$ cat config.mk
export PLATFORM = sky130hd
export DESIGN_NAME = pedest_signal
export DESIGN_NICKNAME = d
export VERILOG_FILES = /design/src/rtl/pedest_signal.sv
export SDC_FILE = /design/constraint.sdc
export NUM_CORES = 1
export LEC_CHECK = 0
export CORE_ASPECT_RATIO = 0.6
export CORE_UTILIZATION = 45
export DETAILED_ROUTE_END_ITERATION = 7
export PLACE_DENSITY = 0.82
export REMOVE_ABC_BUFFERS = 1
export SLEW_MARGIN = 10
export SYNTH_ARGS = -nofsm -noshare
export SYNTH_HDL_FRONTEND = slang
export SYNTH_SLANG_ARGS = --single-unit
$ cat constraint.sdc
create_clock -name clk -period 1.6 [get_ports clk]
set_input_delay 0.48 -clock clk [delete_from_list [all_inputs] [get_ports clk]]
set_output_delay 0.48 -clock clk [all_outputs]
set_load 0.005 [all_outputs]
$ cat src/rtl/pedest_signal.sv
// Memory-mapped pedestrian WALK / DON'T-WALK lamp controller with a CSR/DR register pair.
// The CPU requests a crossing through DR; the device times WALK, then flashing DON'T-WALK, then reports done.
module pedest_signal #(
  parameter int WALK_TICKS   = 50,
  parameter int FLASH_TICKS  = 20,
  parameter int FLASH_PERIOD = 4
) (
  input  logic       clk,
  input  logic       rst,
  input  logic [7:0] CSR_in,
  input  logic       CSR_wr,
  input  logic [7:0] DR_in,
  input  logic       DR_wr,
  output logic [7:0] CSR_out,
  output logic       walk,
  output logic       dont_walk,
  output logic       irq
);

  localparam int MAX_WF = (WALK_TICKS > FLASH_TICKS) ? WALK_TICKS : FLASH_TICKS;
  localparam int MAX_T  = (MAX_WF > FLASH_PERIOD) ? MAX_WF : FLASH_PERIOD;
  localparam int CW     = $clog2(MAX_T + 1);

  localparam logic [CW-1:0] WALK_LOAD  = CW'(WALK_TICKS - 1);
  localparam logic [CW-1:0] FLASH_LOAD = CW'(FLASH_TICKS - 1);
  localparam logic [CW-1:0] PHASE_LOAD = CW'(FLASH_PERIOD - 1);
  localparam logic [CW-1:0] ONE        = CW'(1);

  typedef enum logic [1:0] {S_IDLE, S_WALK, S_FLASH} state_e;

  state_e        state_q, state_d;
  logic [CW-1:0] cnt_q, cnt_d;
  logic [CW-1:0] phase_q, phase_d;
  logic          dw_q, dw_d;
  logic          en_q, en_d;
  logic          ie_q, ie_d;
  logic          dba_q, dba_d;
  logic          of_q, of_d;

  logic busy;
  logic req;
  logic abort;
  logic unused_bits;

  assign busy  = (state_q != S_IDLE);
  assign req   = DR_wr & DR_in[0];
  // Clearing EN through a CSR write cancels a crossing in progress.
  assign abort = busy & CSR_wr & ~CSR_in[4];

  // NOTE: every signal assigned here gets a default first so no path leaves it unassigned (no latch).
  always_comb begin
    state_d = state_q;
    cnt_d   = cnt_q;
    phase_d = phase_q;
    dw_d    = dw_q;
    en_d    = en_q;
    ie_d    = ie_q;
    dba_d   = dba_q;
    of_d    = of_q;

    if (CSR_wr) {en_d, ie_d, dba_d, of_d} = CSR_in[4:1];

    // Hardware updates come after the CSR write so a same-cycle hardware set wins.
    if (busy && req) of_d = 1'b1;

    if (abort) begin
      state_d = S_IDLE;
    end else begin
      unique case (state_q)
        S_IDLE: begin
          if (req && en_q) begin
            state_d = S_WALK;
            cnt_d   = WALK_LOAD;
            dba_d   = 1'b0;
          end
        end
        S_WALK: begin
          if (cnt_q == '0) begin
            state_d = S_FLASH;
            cnt_d   = FLASH_LOAD;
            phase_d = PHASE_LOAD;
            dw_d    = 1'b1;
          end else begin
            cnt_d = cnt_q - ONE;
          end
        end
        S_FLASH: begin
          if (cnt_q == '0) begin
            state_d = S_IDLE;
            dba_d   = 1'b1;
          end else begin
            cnt_d = cnt_q - ONE;
          end
          if (phase_q == '0) begin
            phase_d = PHASE_LOAD;
            dw_d    = ~dw_q;
          end else begin
            phase_d = phase_q - ONE;
          end
        end
        default: state_d = S_IDLE;
      endcase
    end
  end

  // NOTE: sequential state uses non-blocking assignments so all flops update from pre-edge values.
  always_ff @(posedge clk) begin
    if (rst) begin
      state_q <= S_IDLE;
      cnt_q   <= '0;
      phase_q <= '0;
      dw_q    <= 1'b1;
      en_q    <= 1'b0;
      ie_q    <= 1'b0;
      dba_q   <= 1'b0;
      of_q    <= 1'b0;
    end else begin
      state_q <= state_d;
      cnt_q   <= cnt_d;
      phase_q <= phase_d;
      dw_q    <= dw_d;
      en_q    <= en_d;
      ie_q    <= ie_d;
      dba_q   <= dba_d;
      of_q    <= of_d;
    end
  end

  assign walk      = (state_q == S_WALK);
  assign dont_walk = (state_q == S_IDLE) | ((state_q == S_FLASH) & dw_q);
  assign CSR_out   = {3'b000, en_q, ie_q, dba_q, of_q, busy};
  assign irq       = ie_q & dba_q;

  assign unused_bits = ^{DR_in[7:1], CSR_in[7:5], CSR_in[0]};

endmodule
==> out/qor.yml <==
fmax_ghz: 0.4938
skew_ns: 0.008570
hpwl_mm: 2.860
hold_path_end: "phase_q[3]"
yosys_warnings: 0
critical_path.cell_chain: "buf_4, or4_2, buf_4, nor3_1, a21boi_0, o32ai_1"
dr.first_iter.drc_count: 186
p_leak_nw: 0.9151
async_flop_share: 0
r2r.worst_path.cells: 6
yosysMostFrequentCell: "dfxtp_1"
dp_cells: 237
rows: 14
yosysUniqueCellTypes: 49
violations: "negative setup slack"
critPathKind: "flop to flop"
io_pins: 31
cp.required_ns: 1.75
holdCritPathClass: "flop to flop"
track_usage: 0.3066
netlist.area_leader.share: 0.2833
die_y_um: 44.31
grt_pass1_vias: 1554
drc: 0
path_buf_inv: 2
numCtsBuffers: 3
drive_above_1_share: 0.4651
portBuffers: 16
drt-vias-per-instance: 6.937
synthTopCellsByCount: "dfxtp_1, inv_1, a21oi_1, nor2_1"
area_growth_pct: 57.22
regToRegStartpoint: "cnt_q[2]"
globalplace.congestion: 1.012
ys.flop_type: "dfxtp_1"
rrSetupSlack_ns: -0.43
end_kind: "flop"
fin_crit_ns: 2.025
avgSynthCellArea_sq_um: 8.497
first_pass_iters: 6
worstPathArrival_ns: 2.18
p_total_mw: 3.487
clock-sinks: 19
cts.htree.levels: 1
start_util: 0.5042
power_density_nw_per_um2: 1652
finalSetupViolCount: 19
grt_overflow: 0
dp_slack_ns: -0.5246
drt-total-wl_mm: 5.671
cp_top_family: "simple AND/OR/NAND/NOR gates"
cpPeakStageDelay_ns: 0.64
fin_cells: 255
drv_slew: 0
slowest_stage: "or4_2"
place_area_sq_um: 1724
clk_latency_ns: 0.27
outcome: "complete, but fails checks"
postRouteAntennaNets: 0
path_common_cell: "buf_4"
rsz0062_at_grt: "true"
min-delay-start: "phase_q[3]"
antenna_found_initial: 0
worst_setup_path_start_kind: "flop"
avgRoutedWirePerCell_um: 22.24
die_area_sq_um: 3213
grt_max_degree: 12
synth_edf_count: 0
grt_pass1_wl_mm: 7.334
hold_viol: 0
cap_violations: 0
fillers: 162
syn_inst: 158
cts_tree: "done"
clk_pin_slew_ns: 0.08
hold_depth: 2
final_nets: 244
ys_seq_area_frac: 0.2833
worst_slack_ns: -0.4251
fin_area_sq_um: 2111
crit_start: "cnt_q[2]"
vdd_drop_max_v: 0.001101
cts_hold_buf: 0
vias: 1769
syn_area_sq_um: 1343
ys_ff_latch: 19
synth_top_cell_by_area: "dfxtp_1"
r2r_end: "cnt_q[5]"
dieWidth_um: 72.52
critPathMaxFanout: 6
clockBufferDepth: 2
fin_crit_sh: 1.266
cts-root-buf: "clkbuf_8"
n_antenna_cell: 0
core_area_sq_um: 2663
synthTopCellsByArea: "dfxtp_1, ha_1, buf_4"
[through the flow]
step | TNS (ns) | util | hold slack [ns]
detailed placement | -7.223 | 0.6476 | 0.4709
floorplan | -2.678 | - | 0.4434
global route | -5.047 | 0.7928 | 0.5266
finish | -4.408 | 0.7928 | 0.5166
global placement | -6.546 | 0.6476 | 0.4747
CTS | -2.863 | 0.7561 | 0.4890
[layer usage]
metal / up-vias / track usage / part of all wire
li1: 707 / - / -
met1: 779 / 0.3669 / 0.37
met2: 199 / 0.5159 / 0.42
met3: 84 / 0.1025 / 0.12
met4: 0 / 0.1255 / 0.096
met5: - / 0 / 0
[kinds of logic after synthesis]
group	synth area share
and+or+nand+nor	0.1892
buffers and inverters	0.1128
muxes	0.02982
adders and majority gates	0.07456
other	0.002793
AOI/OAI and AO/OA	0.3076
DFF	0.2833
[how the worst max path moves through the flow]
stage | to | slack [ns] | depth (start not counted)
2_1_floorplan | state_q[0] | -0.26 | 6
6_report | cnt_q[5] | -0.43 | 6
5_1_grt | cnt_q[5] | -0.59 | 8
4_1_cts | cnt_q[5] | -0.24 | 7
3_3_place_gp | cnt_q[2] | -0.49 | 6
3_5_place_dp | cnt_q[2] | -0.52 | 6
[cells in the final DEF, fill, tap and decap left out, types with 2 or more instances in the layout]
cell type,n
a211oi_2,2
a21oi_2,3
dfxtp_1,13
clkdlybuf4s50_1,6
inv_1,8
a311oi_1,2
dlygate4sd2_1,6
nand2_1,5
mux2i_1,4
o211a_1,2
o21ai_0,6
nand2_2,2
inv_4,3
ha_1,4
o32ai_2,2
a21oi_1,8
ha_4,4
nor2_2,2
dlymetal6s2s_1,2
nor4b_1,2
clkbuf_8,3
nor3_1,2
buf_4,42
nand4_1,2
o311ai_1,3
or4_1,2
dfxtp_2,6
nand3_1,4
buf_6,8
o41ai_2,2
nor2_1,9
conb_1,3
a211oi_1,3
inv_2,3
[power by group]
group	total, mW	switching (mW)	internal, mW
Sequential	0.654	0.0896	0.564
Clock	0.349	0.176	0.174
Combinational	2.48	1.37	1.12
[state kept, by name, indices dropped and copies added, names as in the netlist]
name / count
ie_q: 1
state_q: 2
dw_q: 1
phase_q: 6
en_q: 1
of_q: 1
dba_q: 1
cnt_q: 6
[final cells by class]
class | instances | area [sq um] | share of cell area
multi-input cells | 113 | 1018 | 0.4825
inverters | 14 | 60.06 | 0.02845
clock inverters | 1 | 5.005 | 0.002371
repair buffers | 65 | 548.0 | 0.2596
flip-flops and latches | 19 | 387.9 | 0.1838
clock buffers | 3 | 41.29 | 0.01956
well taps | 40 | 50.05 | 0.02371
[worst min-delay path, cell delays in order (launching register included)]
cell     delay [ns]
dfxtp_1        0.32
nand2_1        0.07
o32ai_2        0.07
[what timing repair did]
action	4_1_cts	5_1_grt
gates resized for setup	63	17
endpoints found under the hold margin	0	0
setup endpoints to repair	24	21
pin swaps	16	9
setup buffers	11	4
Power figures use the tool's default switching activity.
